File: config.mk
export PLATFORM = sky130hd
export DESIGN_NAME = uart_rx_fifo
export DESIGN_NICKNAME = d
export VERILOG_FILES = /design/src/rtl/uart_rx_fifo.sv
export SDC_FILE = /design/constraint.sdc
export NUM_CORES = 1
export LEC_CHECK = 0
export ABC_AREA = 1
export CORE_ASPECT_RATIO = 1.2
export CORE_UTILIZATION = 45
export DETAILED_ROUTE_END_ITERATION = 10
export SLEW_MARGIN = 25
export SYNTH_ARGS = -nofsm -noshare
export SYNTH_HDL_FRONTEND = slang
export SYNTH_SLANG_ARGS = --single-unit
File: constraint.sdc
create_clock -name clk -period 5.8 [get_ports clk]
set_input_delay 0.87 -clock clk [delete_from_list [all_inputs] [get_ports clk]]
set_output_delay 0.87 -clock clk [all_outputs]
set_load 0.01 [all_outputs]
File: src/rtl/uart_rx_fifo.sv
// Receive-side byte FIFO behind the UART receiver: stores {parity_err, data},
// presents the head show-ahead, and raises level, timeout, overflow and parity status.
module uart_rx_fifo #(
   parameter int DEPTH   = 16,
   parameter int TIMEOUT = 1024
) (
   input  logic                     clk,
   input  logic                     reset,
   input  logic                     rx_valid,
   input  logic [7:0]               rx_data,
   input  logic                     rx_parity_ok,
   input  logic                     drop_bad,
   input  logic                     rd_en,
   input  logic [$clog2(DEPTH):0]   thresh,
   input  logic                     status_clr,
   output logic                     rd_valid,
   output logic [7:0]               rd_data,
   output logic                     rd_parity_err,
   output logic [$clog2(DEPTH):0]   count,
   output logic                     full,
   output logic                     level_irq,
   output logic                     timeout_irq,
   output logic                     overflow,
   output logic [7:0]               err_cnt
);

   localparam int AW = $clog2(DEPTH);
   localparam int CW = AW + 1;
   localparam int TW = $clog2(TIMEOUT) + 1;
   localparam logic [CW-1:0] FULL_LVL = CW'(DEPTH);
   localparam logic [TW-1:0] TMO_MAX  = TW'(TIMEOUT);

   logic [8:0]    mem [DEPTH];
   logic [8:0]    head;
   logic [AW-1:0] wr_ptr;
   logic [AW-1:0] rd_ptr;
   logic [TW-1:0] tmo_cnt;
   logic [CW-1:0] count_nxt;
   logic          wr_ok;
   logic          push;
   logic          pop;
   logic          ovf_ev;
   logic          err_ev;

   assign rd_valid      = (count != '0);
   assign full          = (count == FULL_LVL);
   assign head          = mem[rd_ptr];
   assign rd_data       = rd_valid ? head[7:0] : '0;
   assign rd_parity_err = rd_valid & head[8];
   assign timeout_irq   = (tmo_cnt == TMO_MAX) & rd_valid;

   // A pop frees the slot in the same cycle, so a full FIFO still accepts a byte then.
   always_comb begin
      wr_ok     = rx_valid & ~(drop_bad & ~rx_parity_ok);
      pop       = rd_en & rd_valid;
      push      = wr_ok & (~full | pop);
      ovf_ev    = wr_ok & full & ~pop;
      err_ev    = rx_valid & ~rx_parity_ok;
      count_nxt = count;
      if (push && !pop) begin
         count_nxt = count + 1'b1;
      end else if (pop && !push) begin
         count_nxt = count - 1'b1;
      end
   end

   always_ff @(posedge clk) begin
      if (push) begin
         mem[wr_ptr] <= {~rx_parity_ok, rx_data};
      end
   end

   always_ff @(posedge clk or negedge reset) begin
      if (!reset) begin
         wr_ptr    <= '0;
         rd_ptr    <= '0;
         count     <= '0;
         level_irq <= 1'b0;
      end else begin
         if (push) begin
            wr_ptr <= wr_ptr + 1'b1;
         end
         if (pop) begin
            rd_ptr <= rd_ptr + 1'b1;
         end
         count     <= count_nxt;
         // Registered against the post-edge occupancy to keep thresh off any output path.
         level_irq <= (thresh != '0) && (count_nxt >= thresh);
      end
   end

   always_ff @(posedge clk or negedge reset) begin
      if (!reset) begin
         overflow <= 1'b0;
         err_cnt  <= '0;
      end else begin
         if (ovf_ev) begin
            overflow <= 1'b1;
         end else if (status_clr) begin
            overflow <= 1'b0;
         end
         if (status_clr) begin
            err_cnt <= err_ev ? 8'd1 : 8'd0;
         end else if (err_ev && err_cnt != '1) begin
            err_cnt <= err_cnt + 8'd1;
         end
      end
   end

   always_ff @(posedge clk or negedge reset) begin
      if (!reset) begin
         tmo_cnt <= '0;
      end else if (push || pop || !rd_valid) begin
         tmo_cnt <= '0;
      end else if (tmo_cnt != TMO_MAX) begin
         tmo_cnt <= tmo_cnt + 1'b1;
      end
   end

endmodule

# Word level (Yosys, flattened, before mapping)
# Memories as Yosys holds them, arrays and structs flattened.
# Cells that the tools add are included.
# word_totals
reg_bits,34
mem_bits_rw,144
input_bits,20
wordCells,59
n_memories,1
# memory_table
memory,depth,width,read_ports,rd_clocked_by_memory_dff,wr,line,rtl
mem,16,9,1,0,1,33,logic [8:0] mem [DEPTH];
# classes
n_addsub,6
magnitude_cmp,1
eq_ne,4
mux,12
n_bitwise,14
reduce_logical,14
# op_table
cell,n
8-bit two-way mux,3
11-bit two-way mux,2
11-bit by 1-bit adder with 11-bit output (second input constant),1
11-bit equality test (second input constant),1
11-bit inequality test (second input constant),1
5-bit two-way mux,2
5-bit nonzero test,2
1-bit bitwise AND,9
4-bit by 1-bit adder with 4-bit output (second input constant),2
8-bit by 1-bit adder with 8-bit output (second input constant),1
8-bit inequality test (second input constant),1
2-bit nonzero test,3
5-bit by 1-bit adder with 5-bit output (second input constant),1
5-bit equality test (second input constant),1
5-bit >= comparator,1
1-bit two-way mux,5
5-bit by 1-bit subtractor with 5-bit output (second input constant),1
1-bit logical AND,4
1-bit NOT,4
1-bit logical NOT,3
1-bit logical OR,2
1-bit bitwise OR,1

# Logic depth before layout (Yosys ltp)
# Gate-level depths: netlist (run 1).
# logic_depth
ltp_word,11
depth_mapped,15

# Worst setup path after synthesis (run 1)
# Ideal clock, no wire load.
# synth_path
kind,input to register
start,input port rx_parity_ok
end,register level_irq
arrival_ns,2.363
t_required_ns,5.672
slack_ns,3.309
stages,13
n_path_buf,0
cell_sequence,inv_1 > nand2_1 > nand2_1 > nand3_2 > o21ai_0 > nand2_1 > nand2_1 > inv_1 > ha_1 > a21oi_1 > o21ai_0 > nor3_1 > a21oi_1
# synth_between
elab_chain_cells,11
# synth_lines
item,line,rtl
from (decl),11,"input logic rx_parity_ok,"
1-bit NOT (*),54,wr_ok = rx_valid & ~(drop_bad & ~rx_parity_ok);
1-bit bitwise AND (*),54,
1-bit NOT (*),54,
1-bit bitwise AND (*),54,
1-bit bitwise AND (*),56,push = wr_ok & (~full | pop);
1-bit logical NOT,62,end else if (pop && !push) begin
1-bit logical AND,62,
5-bit two-way mux,62,
5-bit two-way mux (*),60,if (push && !pop) begin
net count_nxt[4],38,logic [CW-1:0] count_nxt;
5-bit >= comparator (*),88,level_irq <= (thresh != '0) && (count_nxt >= thresh);
1-bit logical AND (*),88,
to (signal assigned),88,
to (decl),21,"output logic level_irq,"
# The timed path passes the listed nets; every way through them passes the cells marked *.
# A chain may end at the register's enable or synchronous reset.

# Worst setup path after layout (run 1)
# layout_path
start,register rd_ptr[0]
end,output port rd_data[5]
# layout_between
elab_chain_cells,2
# layout_lines
item,line,rtl
from (decl),36,logic [AW-1:0] rd_ptr;
from (signal assigned),84,rd_ptr <= rd_ptr + 1'b1;
memory 16 x 9 bit,n/a,
8-bit two-way mux,48,assign rd_data = rd_valid ? head[7:0] : '0;
to (decl),17,"output logic [7:0] rd_data,"
# Every way passes these cells.

==> results.md, run 1 <==
* Sequential power share at between 30 and 40%
* DIE WIDTH at about 120 um
* Final core utilization at 52.6%
* Max-cap violations at 0
* CP Capture Type: output port
* Total wire length at around 19000 um
* Row count at 53
* Layout overhead on the synthesized area at 14.6%
* IO buf count at 46
* ANT nets after route at 0
* Comb power frac at between 30% and 40%
* Io pins at 47
* WP data required at about 4.9 ns
* Vias in the first global route at roughly 5300
* DRC violations left at 0
* Seq/Total Area, Yosys at between 60 and 70%
* Initial Utilization at a little under half
* Fmax at ~260 MHz
* Root buf cell: clkbuf_16
* Syn_nets at approximately 800
* Hold Startpoint: overflow$_DFFE_PN0P_
* Via count at about 5600
* Asr flop ratio synth at between 10% and 20%
* Initial antenna violation count at 0
* Via density at between 5 and 6
* Final #Nets at 840
* Clk_lat worst skew at between 0.4 and 0.5 ns
* Cts hold-fix bufs at 0
* Worst Max-Slew Pin Slew at ~1.1 ns
* Height of the die at between 100 and 150 um
* Sum of negative setup slack at 0 ns
* Layout cells sized above 1 at 7.83%
* Setup Fix Bufs, Post-CTS at 0
* Worst min-delay path class: reg -> reg
* Int Pwr at ~2.6 mW
* Fin crit period at 3.91 ns
* Status: finished, final reports clean
* Post-synth cell types at 33
* Die ar. at roughly 18000 um2
* Mapped Cells at 764
* Gpl congestion at approximately 0.85
* Worst setup path startpoint: rd_ptr[0]$_DFFE_PN0P_
* Switch Pwr at roughly 1.5 mW
* Pleak at ~3.5 nW
* Max-slew headroom at 27.0%
* Worst clock skew at ~0.0073 ns
* # setup viols final at 0
* #FFs+latches synth at 178
* Largest net degree at the start of global routing at 75
* DP Wirelength at around 12000 um
* H-tree Lvls at 4
* GRT Overall Usage at 22.0%
* CTS Sinks at 178
* CTS resizes at 0
* Critical setup path kind: reg -> out
* Synth top area share at a little over half
* Global-route wire length before repair at 29300 um
* Average wire per cell in the routed design at 18.4 um
* Area contributors post-synth: edfxtp_1 (54%), nand2_1 (11%), dfrtp_1 (11%)
* Synth warn at 0
* Final period util at between 60% and 70%
* Post-synth top flop: edfxtp_1
* PwrDens at 451 nW/um2
* Grt ovf at 0
* Core area at 17400 um2
* RSZ-0062 raised after global routing: false
* Num CTS Buffers at 17
* Clock Power Share at around 25%
* Slew Limit Fails at 0
* Clock Path Buffers at 2
* Worst path arrival time at 3.04 ns
* Cell Area, Synth at around 8000 um2
* Avg Inst Size Synth at around 10 um2
* N_diodes at 0
* Drt first pass iters at 5
* Post-synth EDFFs at 144
* Leading area contributor after synthesis: edfxtp_1
* R2R Path Start: count[0]$_DFF_PN0_
* Clk slew on worst S/H paths at ~0.060 ns
* Crit Path Max Fanout at slightly above 40
* Drt initial violations at between 500 and 600
* Kind of start point of the critical path: register
* CTS tree: yes
* Max IR drop VDD at about 260 uV
* Final hold vios at 0
* Sw Share at ~37%
-- kinds of logic after synthesis --
family          after synthesis  share of synthesized area, %
xor+xnor                     19                          2.08
flops                       178                          64.6
fa+ha+maj                    15                          2.34
buf+inv                      72                          3.89
compound gates               37                          2.38
simple gates                442                          24.5
mux                           1                         0.141
-- cell usage in the layout, fill, tap and decap left out, types with 4 or more instances in the layout --
cell type / synthesis / routed
nand2_1: 242 / 242
inv_2: 4 / 4
nor2_1: 39 / 28
nand2_2: 5 / 5
nand3_1: 131 / 131
a21oi_1: 21 / 21
nand4_1: 5 / 5
nor3_1: 8 / 8
ha_1: 15 / 15
clkinv_2: 0 / 5
edfxtp_1: 144 / 144
o21ai_0: 11 / 11
dfrtp_1: 34 / 33
nor2_2: 0 / 11
inv_1: 38 / 38
xor2_1: 19 / 19
clkbuf_16: 0 / 17
clkdlybuf4s50_1: 0 / 45
-- per-stage QoR --
| stage | area (um2) | instances | total power [mW] | setup WS, ns | hold slack (ns) |
|---|---|---|---|---|---|
| detailed placement | 8640 | 1006 | 3.11 | 2.17 | 0.485 |
| finish | 9170 | 1037 | 4.14 | 1.89 | 0.515 |
| CTS | 9170 | 1037 | 4.15 | 1.89 | 0.519 |
| global route | 9170 | 1037 | 4.37 | 1.64 | 0.559 |
| global placement | 8620 | 1006 | 3.09 | 2.13 | 0.487 |
| floorplan | 8010 | 764 | 2.58 | 3.31 | 0.505 |
-- registers in the layout, indices dropped and copies added, names as in the netlist --
| name | cells |
|---|---|
| mem | 144 |
| tmo_cnt | 11 |
| err_cnt | 8 |
| count | 5 |
| rd_ptr | 4 |
| wr_ptr | 4 |
| level_irq | 1 |
| overflow | 1 |
-- final cells by class --
| class | instances | area (um2) |
|---|---|---|
| fillers | 1556 | 8270 |
| flip-flops and latches | 178 | 5180 |
| multi-input cells | 514 | 2550 |
| repair buffers | 49 | 478 |
| clock buffers | 20 | 437 |
| well taps | 220 | 275 |
| inverters | 45 | 171 |
| clock inverters | 11 | 90.1 |
-- critical path: stages, from the launching register on --
cell and delay, ns:
dfrtp_2 0.40, inv_2 0.43, buf_4 0.52, nand2_1 0.10
nand3_1 0.09, nand3_1 0.13, nand2_1 0.13, nand2_1 0.06
a21oi_1 0.16, clkdlybuf4s50_1 0.56
-- synthesized netlist by cell type (all sizes together), types with 2 or more instances --
library cell    n
inv            43
clkinv          2
nor2           40
nand2         250
edfxtp        144
ha             15
buf            26
nand4           5
nand3         135
a21oi          22
o21ai          14
xor2           19
dfrtp          34
nor3            8
nor3b           2
-- layer usage --
layer  vias to the layer above  track usage (%)  wire [um]  share of wire (%)
li1                       2681                -          -                  -
met1                      2682             29.8       8290                 44
met2                       179             35.7       9360                 49
met3                        29             3.99        971                5.1
met4                         0             7.53        413                2.2
met5                         -                0          0                  0
-- worst paths after layout --
kind,end,slack (ns),cells past startpoint
worst max-delay path,rd_data[5],1.89,9
worst min-delay path,overflow$_DFFE_PN0P_,0.52,2
worst max register to register,mem[9][2]$_DFFE_PP_,3.05,9
worst min register to register,overflow$_DFFE_PN0P_,0.52,2
max in group asynchronous,rd_ptr[0]$_DFFE_PN0P_,4.70,1
min in group asynchronous,tmo_cnt[10]$_DFFE_PN0P_,0.53,1
-- power by group through the flow --
stage	Clock [mW]	Combinational (mW)	Sequential, mW
detailed placement	0	1.47	1.64
CTS	1.06	1.48	1.61
global placement	0	1.45	1.64
global route	1.11	1.63	1.63
finish	1.04	1.48	1.62
floorplan	0	0.983	1.60
(Power assumes the default switching activity.)
==> inputs of run 2 (changes only) <==
- PLACE_DENSITY: not set -> 0.65
- clock period: 5.8 -> 3.25 ns (I/O delays scaled with it)
==> results.md, run 2 (same netlist as run 1, synthesis figures left out) <==
* Pleak at 3.73 nW (+5.1%)
* Fmax at ~320 MHz
* WP data required at 2.76 ns (-2.17 ns)
* Row count at 53 (unchanged)
* Max-slew headroom at 45.9% (+19 points)
* Average wire per cell in the routed design at 17.4 um (-5.4%)
* Num CTS Buffers at 17 (unchanged)
* Final #Nets at 862 (+2.6%)
* WP buf/inv at 3 (unchanged)
* Layout overhead on the synthesized area at 18.3%
* Total wire length at 18400 um (-3.3%)
* Max IR drop VDD at 414 uV (+60%)
* Most common cell after layout, fill and taps aside: nand2_1
* Critical setup path kind: reg -> out
* Global-route wire length before repair at 29400 um (+0.14%)
* Max-cap violations at 0 (unchanged)
* Total power at 7.83 mW (+89%)
* CP Capture Type: output port
* CTS Sinks at 178 (unchanged)
* Grt ovf at 0 (unchanged)
* Sum of negative setup slack at 0 ns (unchanged)
* Drt initial violations at 403 (-28%)
* Worst path arrival time at 2.62 ns (-0.42 ns)
* CTS tree: yes
* Worst min-delay path class: in -> async
* Via count at 5710 (+2.5%)
* Layout cells sized above 1 at 9.52% (+1.7 points)
* Final hold vios at 0 (unchanged)
* Via density at 5.39 (+0.27%)
* Slew Limit Fails at 0 (unchanged)
* Setup Fix Bufs, Post-CTS at 0 (unchanged)
* N_diodes at 0 (unchanged)
* Initial antenna violation count at 0 (unchanged)
* Io pins at 47 (unchanged)
* Delay-heaviest family, CP: buffers and inverters
* Largest register FFs at 144 (unchanged)
* Worst Max-Slew Pin Slew at 0.811 ns (-0.279 ns)
* Clock Path Buffers at 2 (unchanged)
* Clk slew on worst S/H paths at 0.07 ns (about the same)
* DRC violations left at 0 (unchanged)
* Cts hold-fix bufs at 0 (unchanged)
* R2R Setup Slk at 0.60 ns (-2.45 ns)
* Status: finished, final reports clean
* PwrDens at 827 nW/um2 (+83%)
* RSZ-0062 raised after global routing: false
* DP Wirelength at 12000 um (-2.4%)
* Top reg by flops: mem
* Fin crit period at approximately 3.1 ns
* Critical Path, Cell by Cell: inv_1 -> ha_1 -> nand3_4 -> inv_2 -> a21oi_1 -> clkdlybuf4s50_1
* Worst clock skew at 0.00697 ns (-0.000360 ns)
* Height of the die at 148 um (unchanged)
* Vias in the first global route at 5731 (+8.2%)
* Largest regs: mem (144), tmo_cnt (11), err_cnt (8)
* Final core utilization at 54.3% (+1.7 points)
* R2R Path Start: count[0]$_DFF_PN0_
* R2R depth at 11 (+2)
* FF-to-FF End: level_irq$_DFF_PN0_
* CTS resizes at 0 (unchanged)
* IO buf count at 46 (unchanged)
* GRT Overall Usage at 21.6% (-0.44 points)
* Most frequent cells in the layout: nand2_1 (242), edfxtp_1 (144), nand3_1 (131), clkdlybuf4s50_1 (45), nor2_1 (39)
* Crit path depth at 6 (-3)
* Initial Utilization at 45.9% (unchanged)
* Crit Path Max Fanout at 10 (-76%)
* Kind of start point of the critical path: register
* Clk_lat worst skew at 0.43 ns (about the same)
* H-tree Lvls at 4 (unchanged)
* Placed cell area at 8810 um2 (+2.0%)
* Critical Path Max Stage Delay at 0.61 ns (+0.05 ns)
* DIE WIDTH at 124 um (unchanged)
* ANT nets after route at 0 (unchanged)
* Root buf cell: clkbuf_16
* Die ar. at 18300 um2 (unchanged)
* Worst path slowest cell: clkdlybuf4s50_1
* Largest net degree at the start of global routing at 54 (-28%)
* Gpl congestion at 0.843 (-1.1%)
* Non-Filler Cell Area, Final at 9470 um2 (+3.2%)
* # setup viols final at 0 (unchanged)
* Drt first pass iters at 5 (unchanged)
* Core area at 17400 um2 (unchanged)
* Final period util at a little over nine tenths
## run 2: worst max path at each step
| stage | start | to | slack [ns] |
|---|---|---|---|
| finish | count[0]$_DFF_PN0_ | rd_data[4] | 0.14 |
| global route | count[0]$_DFF_PN0_ | rd_data[4] | 0.03 |
| CTS | count[0]$_DFF_PN0_ | rd_data[4] | 0.15 |
| detailed placement | rx_parity_ok | level_irq$_DFF_PN0_ | 0.32 |
| global placement | rx_parity_ok | level_irq$_DFF_PN0_ | 0.42 |
| floorplan | count[0]$_DFF_PN0_ | level_irq$_DFF_PN0_ | 0.95 |
## run 2: cell type report
cell class,count,area [um2]
Clock buffer,17,425
Clock inverter,15,233
Fill cell,1493,7970
Inverter,45,171
Multi-Input combinational cell,514,2520
Sequential cell,178,5180
Tap cell,220,275
Timing Repair Buffer,71,668
## run 2: per-stage QoR
| step | hold WS (ns) | worst slack (ns) | std cells |
|---|---|---|---|
| floorplan | 0.192 | 0.950 | 764 |
| global placement | 0.501 | 0.424 | 1028 |
| detailed placement | 0.501 | 0.315 | 1028 |
| CTS | 0.169 | 0.150 | 1060 |
| global route | 0.214 | 0.0342 | 1060 |
| finish | 0.156 | 0.145 | 1060 |
## run 2: layer usage
| layer | wire length (um) | track usage (%) |
|---|---|---|
| met5 | 0 | 0 |
| met3 | 834 | 4.14 |
| met1 | 7600 | 26.2 |
| met4 | 475 | 8.80 |
| met2 | 9490 | 37.3 |
## run 2: report_power, final
group | total (mW) | switching (mW) | internal (mW)
Sequential | 2.86 | 0.174 | 2.69
Combinational | 2.73 | 1.71 | 1.02
Clock | 2.24 | 0.865 | 1.37
